File: src/rtl/pic_ctrl_gen.sv
// Parametrised 8259A-style interrupt controller: IRR/IMR/ISR state, nested or rotating
// priority, INT generation and an INTA handshake that returns BASE + winning line.
module pic_ctrl_gen #(
    parameter int NUM_IR = 8,
    parameter int DATA_W = 8,
    parameter int IDX_W  = $clog2(NUM_IR)
) (
    input  logic              CLK,
    input  logic              RST,
    input  logic [NUM_IR-1:0] IR,
    input  logic              WR,
    input  logic              RD,
    input  logic [1:0]        ADDR,
    input  logic [DATA_W-1:0] WDATA,
    output logic [DATA_W-1:0] RDATA,
    output logic              INT,
    input  logic              INTA,
    output logic [DATA_W-1:0] VECTOR,
    output logic              VEC_VALID
);

    logic [NUM_IR-1:0] irr_q, irr_d, imr_q, imr_d, isr_q, isr_d;
    logic [NUM_IR-1:0] ir_q, ir_prev_q, req, eoi_clr, ack_set, irr_clr;
    logic [IDX_W-1:0]  low_q, low_d, isr_top, win_idx, cmd_idx;
    logic [DATA_W-1:0] base_q, rdata_q, vector_q, vector_d;
    logic              ltim_q, aeoi_q, rotate_q, int_q, vec_valid_q, inta_prev_q;
    logic              isr_hit, win_hit, ack, mode_wr, cmd_wr, idx_ok;
    logic [2:0]        cmd;
    int                isr_rank;

    // Line that sits k steps below the highest-priority position (LOW+1).
    function automatic logic [IDX_W-1:0] line_at(input logic [IDX_W-1:0] low, input int k);
        int l;
        l = int'(low) + 1 + k;
        if (l >= NUM_IR) l = l - NUM_IR;
        return IDX_W'(l);
    endfunction

    function automatic logic [NUM_IR-1:0] onehot(input logic [IDX_W-1:0] i);
        return NUM_IR'(1) << i;
    endfunction

    assign req     = irr_q & ~imr_q;
    assign ack     = INTA & ~inta_prev_q;
    assign mode_wr = WR && (ADDR == 2'd0);
    assign cmd_wr  = WR && (ADDR == 2'd2);
    assign cmd     = WDATA[7:5];
    assign cmd_idx = WDATA[IDX_W-1:0];
    assign idx_ok  = int'(cmd_idx) < NUM_IR;

    // Scan in priority order: first the top in-service line, then the best request above it.
    always_comb begin
        isr_hit  = 1'b0;
        isr_top  = '0;
        isr_rank = NUM_IR;
        for (int k = 0; k < NUM_IR; k++) begin
            if (!isr_hit && isr_q[line_at(low_q, k)]) begin
                isr_hit  = 1'b1;
                isr_top  = line_at(low_q, k);
                isr_rank = k;
            end
        end
        win_hit = 1'b0;
        win_idx = '0;
        for (int k = 0; k < NUM_IR; k++) begin
            if (!win_hit && (k < isr_rank) && req[line_at(low_q, k)]) begin
                win_hit = 1'b1;
                win_idx = line_at(low_q, k);
            end
        end
    end

    always_comb begin
        eoi_clr  = '0;
        ack_set  = '0;
        irr_clr  = '0;
        low_d    = low_q;
        imr_d    = imr_q;
        vector_d = vector_q;
        if (ack && win_hit) begin
            if (!aeoi_q) ack_set = onehot(win_idx);
            if (!ltim_q) irr_clr = onehot(win_idx);
            if (rotate_q && aeoi_q) low_d = win_idx;
        end
        if (ack) begin
            vector_d = base_q + (win_hit ? DATA_W'(win_idx) : DATA_W'(NUM_IR - 1));
        end
        if (cmd_wr) begin
            case (cmd)
                3'b001: if (isr_hit) eoi_clr = onehot(isr_top);
                3'b011: if (idx_ok) eoi_clr = onehot(cmd_idx);
                3'b101: if (isr_hit) begin
                    eoi_clr = onehot(isr_top);
                    low_d   = isr_top;
                end
                3'b110: if (idx_ok) low_d = cmd_idx;
                default: ;
            endcase
        end
        if (WR && (ADDR == 2'd1)) imr_d = WDATA[NUM_IR-1:0];
        isr_d = (isr_q & ~eoi_clr) | ack_set;
        // A fresh edge in the acknowledge cycle re-sets the bit the ack just cleared.
        irr_d = ltim_q ? IR : ((irr_q & ~irr_clr) | (ir_q & ~ir_prev_q));
        if (mode_wr) begin
            irr_d    = '0;
            isr_d    = '0;
            imr_d    = '1;
            low_d    = IDX_W'(NUM_IR - 1);
            vector_d = vector_q;
        end
    end

    always_ff @(posedge CLK) begin
        if (RST) begin
            irr_q       <= '0;
            isr_q       <= '0;
            imr_q       <= '1;
            low_q       <= IDX_W'(NUM_IR - 1);
            base_q      <= '0;
            ltim_q      <= 1'b0;
            aeoi_q      <= 1'b0;
            rotate_q    <= 1'b0;
            int_q       <= 1'b0;
            vector_q    <= '0;
            vec_valid_q <= 1'b0;
            rdata_q     <= '0;
            ir_q        <= '1;
            ir_prev_q   <= '1;
            // Held high so an INTA still asserted across reset is not taken as an edge.
            inta_prev_q <= 1'b1;
        end else begin
            irr_q       <= irr_d;
            isr_q       <= isr_d;
            imr_q       <= imr_d;
            low_q       <= low_d;
            ir_q        <= IR;
            ir_prev_q   <= ir_q;
            inta_prev_q <= INTA;
            int_q       <= win_hit && !ack;
            vector_q    <= vector_d;
            vec_valid_q <= ack && !mode_wr;
            if (mode_wr) begin
                ltim_q   <= WDATA[0];
                aeoi_q   <= WDATA[1];
                rotate_q <= WDATA[2];
            end
            if (WR && (ADDR == 2'd3)) base_q <= WDATA;
            if (RD) begin
                case (ADDR)
                    2'd0:    rdata_q <= DATA_W'(irr_q);
                    2'd1:    rdata_q <= DATA_W'(imr_q);
                    2'd2:    rdata_q <= DATA_W'(isr_q);
                    default: rdata_q <= base_q;
                endcase
            end
        end
    end

    assign RDATA     = rdata_q;
    assign INT       = int_q;
    assign VECTOR    = vector_q;
    assign VEC_VALID = vec_valid_q;

endmodule
File: config.mk
export PLATFORM = sky130hd
export DESIGN_NAME = pic_ctrl_gen
export DESIGN_NICKNAME = d
export VERILOG_FILES = /design/src/rtl/pic_ctrl_gen.sv
export SDC_FILE = /design/constraint.sdc
export NUM_CORES = 1
export LEC_CHECK = 0
export ABC_AREA = 1
export CAP_MARGIN = 20
export CORE_AREA = 3 3 106 149
export CTS_BUF_LIST = sky130_fd_sc_hd__clkbuf_4
export CTS_CLUSTER_DIAMETER = 80
export DETAILED_ROUTE_END_ITERATION = 10
export DIE_AREA = 0 0 109 152
export HOLD_SLACK_MARGIN = 0.12
export SYNTH_ARGS = -nofsm -noshare
export SYNTH_HDL_FRONTEND = slang
export SYNTH_SLANG_ARGS = --single-unit
File: constraint.sdc
create_clock -name CLK -period 4.6 [get_ports CLK]
set_input_delay 0.46 -clock CLK [delete_from_list [all_inputs] [get_ports CLK]]
set_output_delay 0.46 -clock CLK [all_outputs]
set_load 0.02 [all_outputs]
# Yosys cells after proc, flatten, opt, wreduce, memory -nomap -nowiden
# Cells that the tools add are included.
[totals] word_cells=224 reg_bits=73
[op_classes] bitwise=13 n_shift=3 n_eq_ne=7 reduce_logical=50 addsub=17 order_cmp=24 n_mux=95
[op_table] cell="32-bit two-way mux" n=6
[op_table] cell="4-bit by 32-bit < comparator with 1-bit output, first input constant" n=4
[op_table] cell="3-bit two-way mux" n=29
[op_table] cell="3-bit by 32-bit < comparator with 1-bit output, first input constant" n=2
[op_table] cell="8-bit two-way mux" n=7
[op_table] cell="1-bit binary-select mux with 3-bit select" n=16
[op_table] cell="5-bit by 4-bit greater-or-equal comparator with 1-bit output, second input constant" n=7
[op_table] cell="8-bit AND" n=4
[op_table] cell="1-bit by 32-bit < comparator with 1-bit output, first input constant" n=1
[op_table] cell="2-bit by 32-bit < comparator with 1-bit output, first input constant" n=1
[op_table] cell="3-bit by 4-bit < comparator with 1-bit output, second input constant" n=8
[op_table] cell="1-bit two-way mux" n=32
[op_table] cell="8-bit NOT" n=4
[op_table] cell="1-bit logical AND" n=30
[op_table] cell="8-bit one-hot mux with 3 select lines" n=1
[op_table] cell="1-bit by 3-bit << shifter with 8-bit output, first input constant" n=3
[op_table] cell="3-bit by 1-bit subtractor with 3-bit output, second input constant" n=8
[op_table] cell="4-bit by 3-bit adder with 5-bit output, second input constant" n=4
[op_table] cell="1-bit zero test" n=16
[op_table] cell="8-bit OR" n=2
[op_table] cell="8-bit one-hot mux with 2 select lines" n=1
[op_table] cell="4-bit by 2-bit adder with 5-bit output, second input constant" n=2
[op_table] cell="8-bit by 3-bit adder with 8-bit output" n=1
[op_table] cell="4-bit two-way mux" n=2
[op_table] cell="14 further kinds" n=18

# Depth between registers and ports, before layout
# Gate-level depths: netlist (run 1).
[logic_depth] ltp_word=65 mapped_depth=32 depth_no_buf=28

# Worst setup path after synthesis (run 1)
# Ideal clock, no wire load.
[synth_path] path_kind="flip-flop to flip-flop" startpoint="register low_q[0]" endpoint="register vector_q[7] (netlist: VECTOR[7])" setup_ns=0.127 slack_ns=0.544 arrival_ns=3.929 synth_period_minus_slack_ns=4.056 path_stages_with_launch=33 cell_sequence="dfxtp_1 -> inv_2 -> buf_6 -> buf_6 -> ha_1 -> buf_4 -> inv_4 -> nand2_1 -> nand2_2 -> buf_6 -> nand2_1 -> nand2_1 -> nand2_1 -> nand2_2 -> inv_2 -> nand4_1 -> inv_1 -> nand2_2 -> nor2_1 -> nor2_1 -> nand3_1 -> nor2_2 -> nand2_4 -> buf_6 -> nor2_1 -> inv_1 -> ha_1 -> a21oi_1 -> o21ai_0 -> nand3_1 -> nor3_1 -> xor2_1 -> a21oi_1"
[synth_between] elab_chain_len=60 elab_cells_between_ends=141
[synth_lines] element="start, declared" line="24" rtl="logic [IDX_W-1:0] low_q, low_d, isr_top, win_idx, cmd_idx;"
[synth_lines] element="start signal, assigned" line="118" rtl="low_q <= IDX_W'(NUM_IR - 1);"
[synth_lines] element="start signal, assigned" line="135" rtl="low_q <= low_d;"
[synth_lines] element="3-bit by 1-bit adder with 4-bit output (*)" line="34" rtl="l = int'(low) + 1 + k;"
[synth_lines] element="branches (longest 57 deep; another with 4-bit by 1-bit adder with 5-bit output)"
[synth_lines] element="3-bit two-way mux (*)" line="86" rtl="vector_d = base_q + (win_hit ? DATA_W'(win_idx) : DATA_W'(NUM_IR - 1));"
[synth_lines] element="8-bit by 3-bit adder with 8-bit output (*)" line="86"
[synth_lines] element="end signal, assigned" line="140" rtl="vector_q <= vector_d;"
[synth_lines] element="end, declared" line="25" rtl="logic [DATA_W-1:0] base_q, rdata_q, vector_q, vector_d;"
# Mark *: on every way between the ends. The select of a mux whose other input is x is not followed.
# A chain may end at the register's enable or synchronous reset.

# Worst setup path in the final report (run 1)
[layout_path] startpoint="register low_q[0]" endpoint="register vector_q[6] (netlist: VECTOR[6])"
# Same word-level chain as after synthesis.

==> results of run 1 <==
## cells in the final DEF (no fill, tap or decap), types with 10 or more instances in the layout
cell type	Yosys	routed
clkdlybuf4s50_1	0	40
o21ai_0	55	54
nand3_1	92	92
nor2_1	59	57
nand2_1	204	204
clkbuf_4	0	10
inv_1	80	80
dfxtp_1	73	73
a21oi_1	50	50
buf_4	3	13
nand2_2	18	18
nand4_1	18	18
## state kept, by name, indices dropped and copies added (netlist names), 3 cells and up
signal and flops:
imr_q 8, VECTOR 8, RDATA 8, isr_q 8, irr_q 8, ir_prev_q 8
low_q 3, base_q 8, ir_q 8
## final cells by class
| type | instances | share of cell area |
|---|---|---|
| clock inverters | 6 | 0.0195 |
| clock buffers | 10 | 0.0128 |
| well taps | 189 | 0.0404 |
| repair buffers | 54 | 0.0877 |
| diodes | 1 | 0.000428 |
| multi-input cells | 590 | 0.530 |
| flip-flops and latches | 73 | 0.250 |
| inverters | 92 | 0.0595 |
## repair_timing
item | CTS | global route
hold buffers | 0 | 0
endpoints found under the setup margin | 0 | 4
resized for setup | 0 | 7
## cell families (layout without fill, tap and decap cells)
family,Yosys count,count (layout),share of synthesized area
flip-flops,73,73,0.288
adder cells (fa/ha/maj),6,6,0.0162
AND/OR/NAND/NOR,444,444,0.437
XOR/XNOR,6,6,0.0103
buffers and inverters,119,162,0.105
other,0,1,0
AO/OA/AOI/OAI,134,134,0.144
## per-stage QoR
step	power, W	hold WS (ns)	cells
6_report	0.00179	0.424	1015
5_1_grt	0.00188	0.441	1015
3_5_place_dp	0.00127	0.399	998
3_3_place_gp	0.00127	0.396	998
4_1_cts	0.00180	0.429	1014
2_1_floorplan	0.00109	0.391	782
## power groups by stage
stage	Clock [W]	Sequential, W	Combinational (W)
2_1_floorplan	0	0.000708	0.000382
3_3_place_gp	0	0.000703	0.000565
3_5_place_dp	0	0.000703	0.000566
4_1_cts	0.000541	0.000689	0.000568
5_1_grt	0.000562	0.000693	0.000629
6_report	0.000524	0.000689	0.000574
## layer usage
layer	track usage	routed length [um]
met4	0.111	961
met1	0.221	6310
met2	0.359	8370
met3	0.0331	583
met5	0	0
## final timing paths
kind | from | endpoint | slack [ns] | cells after the start
max reg2reg | low_q[0] | VECTOR[6] | 0.42 | 26
min | ir_q[3] | ir_prev_q[3] | 0.42 | 2
max | low_q[0] | VECTOR[6] | 0.42 | 26
min reg2reg | ir_q[3] | ir_prev_q[3] | 0.42 | 2
## worst max-delay path, stage by stage (launching register included)
cell	delay (ns)
dfxtp_1	0.40
inv_2	0.05
ha_2	0.42
inv_4	0.08
buf_4	0.19
nand3_1	0.15
nand3_2	0.12
nand2_4	0.14
inv_2	0.07
nand2_1	0.14
o21ai_1	0.10
nor2_1	0.19
nand3_1	0.15
nor2_2	0.16
nand3_2	0.10
nand3_1	0.10
nand2_2	0.06
nand2_1	0.08
ha_1	0.17
inv_1	0.05
fa_1	0.39
o21ai_0	0.17
nand2_1	0.10
nor3_1	0.20
xor2_1	0.10
o21ai_0	0.15
inv_1	0.05
==> impl_metrics.py, run 1 <==
metrics = {
    "status": {
        "status": "completed",
    },
    "final_layout": {
        "stdcell_area_um2": 5850,
        "drive_above_1_share": 0.133,
        "area_delta_synth_final_pct": 15.0,
        "seq_area_um2": 1460,
        "multiInputGateArea_um2": 3100,
        "fin_util": 0.403,
        "num-nets-final": 849,
        "num-fill-cells": 1565,
    },
    "global_route": {
        "antenna_found_initial": 1,
        "grt_max_degree": 31,
        "grt_pass1_wl_um": 26300,
        "grt_overflow": 0,
        "grt.total_usage": 0.202,
        "grt_pass1_vias": 5143,
    },
    "clock_network": {
        "root_buffer": "clkbuf_4",
        "cts.sink_count": 73,
        "cts_buffers": 9,
        "cts.clk_slew.worst_paths_ns": 0.13,
        "clk_path_buf_depth": 2,
        "postCtsSetupRepairBufs": 0,
        "cts_tree": "done",
        "worstSkewPairLatency_ns": 0.43,
        "htreeDepth": 3,
    },
    "sta": {
        "finalCritPeriodShare": 0.908,
        "slew_headroom": 0.467,
        "fin_ws_ns": 0.421,
        "hold_viol": 0,
        "slew_viol_final": 0,
        "fmax_mhz": 239,
        "clock_skew_ns": 0.0250,
        "setup_violations": 0,
        "tightestPinTransition_ns": 0.797,
        "fin_tns_setup_ns": 0,
        "period_needed_ns": 4.18,
    },
    "yosys": {
        "ys_top_cells_by_area": "dfxtp_1 (29%), nand2_1 (15%), nand3_1 (9.1%)",
        "synth_top_flop_cell": "dfxtp_1",
        "synth_edf_count": 0,
        "syn_avg_cell_area_um2": 6.50,
        "async_flop_share": 0,
        "yosysTopAreaCell": "dfxtp_1",
        "synth_top_cell_area_share": 0.288,
        "synth_nets": 811,
        "postSynthCellCount": 782,
        "yosysMostFrequentCell": "nand2_1",
        "ys_seq_elements": 73,
        "synth.distinct_cells": 43,
        "seq_area_frac_synth": 0.288,
        "synth_commonest_cells": "nand2_1 (204), nand3_1 (92), inv_1 (80)",
        "synth_area_um2": 5080,
        "yosysWarnings": 0,
    },
    "worst_hold_path": {
        "hp-class": "reg -> reg",
    },
    "floorplan": {
        "core_area_um2": 14500,
        "die_area_um2": 16600,
        "fp.dieW_um": 109,
        "num_rows": 52,
        "io_pins": 41,
        "initial_core_util": 0.350,
        "die_h_um": 152,
    },
    "flow_run": {
        "maxCapViolations": 0,
    },
    "placed_design": {
        "placed_cell_area_um2": 5640,
        "preCtsSetupSlack_ns": 0.254,
        "gp_congestion": 0.941,
        "hpwl_um": 13000,
        "numPortBuffers": 40,
    },
    "drt": {
        "drt-total-wl_um": 16200,
        "drt_first_iter_violations": 303,
        "drc": 0,
        "vias_per_cell": 5.19,
        "drt.antenna.violating_nets": 0,
        "dr.pass1.iters": 5,
        "routedWlPerCell_um": 16.0,
        "via_count": 5269,
    },
    "pwr": {
        "combPwrFrac": 0.321,
        "p_clk_frac": 0.293,
        "vdd_drop_max_v": 0.000252,
        "seqPwrFrac": 0.386,
        "switching_share": 0.362,
        "leakagePower_nw": 2.69,
        "switchingPower_w": 0.000647,
        "powerDensity_nw_per_um2": 306,
        "p_int_w": 0.00114,
    },
    "critical_path": {
        "worst_setup_path_end_kind": "flip-flop",
        "cp.required_ns": 4.95,
        "crit_arrival_ns": 4.53,
        "cp_max_fo": 11,
        "critPathKind": "reg -> reg",
        "crit_path_start_kind": "flip-flop",
    },
}
Power figures use the tool's default switching activity.
==> inputs of run 2 (changes only) <==
CORE_AREA = 3 3 94 132   (was 3 3 106 149)
DIE_AREA = 0 0 97 135   (was 0 0 109 152)
PLACE_DENSITY_LB_ADDON = 0.08   (was not set)
==> run 2 against run 1 <==
  * Clock skew is 0.014 ns lower
  * Fmax is 1.8% lower
  * Combinational power is 0.9% lower
  * Clock power is 9.0% lower
  * Register-to-register slack worse by 0.07 ns
  * Clock-buffer cell count is 1 lower
  * Sequential power hardly changed
  * Critical path type unchanged
==> impl_metrics.py, run 2 (synthesis results as in run 1) <==
metrics = {
    "drt": {
        "dr.pass1.iters": 5,
        "drc": 0,
        "via_count": 5315,
        "drt.antenna.violating_nets": 0,
        "vias_per_cell": 5.48,
        "routedWlPerCell_um": 17.3,
        "drt-total-wl_um": 16800,
        "drt_first_iter_violations": 368,
    },
    "global_route": {
        "grt.total_usage": 0.258,
        "grt_max_degree": 31,
        "antenna_found_initial": 1,
        "grt_overflow": 0,
        "grt_pass1_vias": 5192,
        "grt_pass1_wl_um": 26800,
    },
    "worst_hold_path": {
        "hold_depth": 2,
        "whs_endpoint": "ir_prev_q[3]",
        "hp-class": "reg -> reg",
        "hold_path_startpoint": "ir_q[3]",
    },
    "floorplan": {
        "initial_core_util": 0.448,
        "fp.dieW_um": 97,
        "die_h_um": 135,
        "core_area_um2": 11300,
        "num_rows": 46,
        "die_area_um2": 13100,
        "io_pins": 41,
    },
    "critical_path": {
        "regToRegSetupSlack_ns": 0.35,
        "critPathKind": "reg -> reg",
        "r2r-start": "low_q[0]",
        "crit_path_start_kind": "flip-flop",
        "worst_r2r_path_depth": 27,
        "reg2reg_to": "VECTOR[6]",
        "crit_path_start": "low_q[0]",
        "cp.required_ns": 4.94,
        "cp_max_fo": 30,
        "worst_setup_path_end_kind": "flip-flop",
        "crit_arrival_ns": 4.59,
    },
    "clock_network": {
        "worstSkewPairLatency_ns": 0.44,
        "root_buffer": "clkbuf_4",
        "cts.sink_count": 73,
        "cts_tree": "done",
        "cts_hold_buf": 0,
        "postCtsSetupRepairBufs": 0,
        "cts_buffers": 9,
        "cts.clk_slew.worst_paths_ns": 0.13,
        "clk_path_buf_depth": 2,
        "htreeDepth": 3,
        "cts_resized": 0,
    },
    "final_layout": {
        "stdcell_count": 970,
        "num-fill-cells": 1191,
        "multiInputGateArea_um2": 3100,
        "stdcell_area_um2": 5780,
        "final_cell_mix": "nand2_1 (204), nand3_1 (92), inv_1 (80), dfxtp_1 (72), nor2_1 (58)",
        "seq_area_um2": 1460,
        "num-nets-final": 849,
        "drive_above_1_share": 0.132,
        "area_delta_synth_final_pct": 13.7,
        "layout_commonest_cell": "nand2_1",
    },
    "sta": {
        "hold_viol": 0,
        "rsz0062_at_grt": "true",
        "period_needed_ns": 4.25,
        "setup_violations": 0,
        "tightestPinTransition_ns": 0.932,
        "fmax_mhz": 235,
        "slew_headroom": 0.377,
        "clock_skew_ns": 0.0112,
        "finalCritPeriodShare": 0.925,
        "slew_viol_final": 0,
    },
    "placed_design": {
        "placed_cells": 953,
        "placed_cell_area_um2": 5580,
        "hpwl_um": 13500,
        "numPortBuffers": 40,
        "gp_congestion": 0.968,
    },
    "pwr": {
        "leakagePower_nw": 2.69,
        "vdd_drop_max_v": 0.000181,
        "powerDensity_nw_per_um2": 300,
    },
    "status": {
        "status": "completed",
    },
    "flow_run": {
        "maxCapViolations": 0,
    },
}
## run 2: where the power goes
group	total (W)	leakage (nW)	internal, W	switching [W]
clock	0.000477	0.0924	0.000227	0.000251
combinational	0.000569	2.00	0.000187	0.000382
sequential	0.000690	0.599	0.000665	0.0000244
total	0.00174	2.69	0.00108	0.000657
## run 2: area by class of cell
type                       instances  area share
multi-input combinational        590       0.536
sequential                        73       0.253
timing repair buffer              54      0.0896
inverter                          92      0.0602
tap                              144      0.0312
clock inverter                     7      0.0178
clock buffer                       9      0.0117
antenna                            1    0.000433
## run 2: critical path, stage by stage, from the launching register on
cell and delay, ns:
dfxtp_2 0.38, buf_12 0.19, ha_1 0.22, inv_1 0.06
nand2_1 0.13, nand2_4 0.13, nand2_1 0.10, nand2_2 0.13
nand2_2 0.12, nand2_2 0.10, nor2_8 0.15, nand3_4 0.13
nor2_8 0.18, nand4_4 0.13, nor2_4 0.14, nand3_2 0.10
nand3_1 0.10, nand2_2 0.15, nand2_1 0.12, ha_1 0.16
inv_1 0.05, fa_1 0.41, o21ai_1 0.18, nand2_1 0.10
nor3_1 0.18, xor2_1 0.09, o21ai_0 0.16, inv_1 0.05
## run 2: through the flow
step	hold slack [ns]	setup slack, ns	util	power [W]	TNS, ns
final	0.434	0.346	0.510	0.00174	0
after global routing	0.461	-0.0104	0.510	0.00183	-0.0104
after CTS	0.437	0.112	0.507	0.00175	0
after detailed placement	0.406	0.179	0.492	0.00126	0
after global placement	0.397	0.250	0.492	0.00126	0
after floorplan	0.391	0.544	-	0.00109	0
## run 2: how the worst max path moves through the flow
stage / endpoint / slack, ns / cells after the start
after global routing: VECTOR[7] / -0.01 / 26
final: VECTOR[6] / 0.35 / 27
after floorplan: VECTOR[7] / 0.54 / 32
after detailed placement: VECTOR[6] / 0.18 / 27
after CTS: VECTOR[6] / 0.11 / 27
after global placement: VECTOR[7] / 0.25 / 26
## run 2: routing by layer
metal,wire length (um),vias up,share of wire,track usage
met3,754,42,0.045,0.0346
li1,-,2639,-,-
met2,8710,169,0.52,0.472
met4,780,0,0.046,0.139
met5,0,-,0,0
met1,6530,2465,0.39,0.288
==> inputs of run 3 (changes only) <==
ABC_CLOCK_PERIOD_IN_PS = 4600   (was not set)
TNS_END_PERCENT = 10   (was not set)
==> results of run 3 <==
The final DEF is identical to that of run 2; final timing and power are the same.
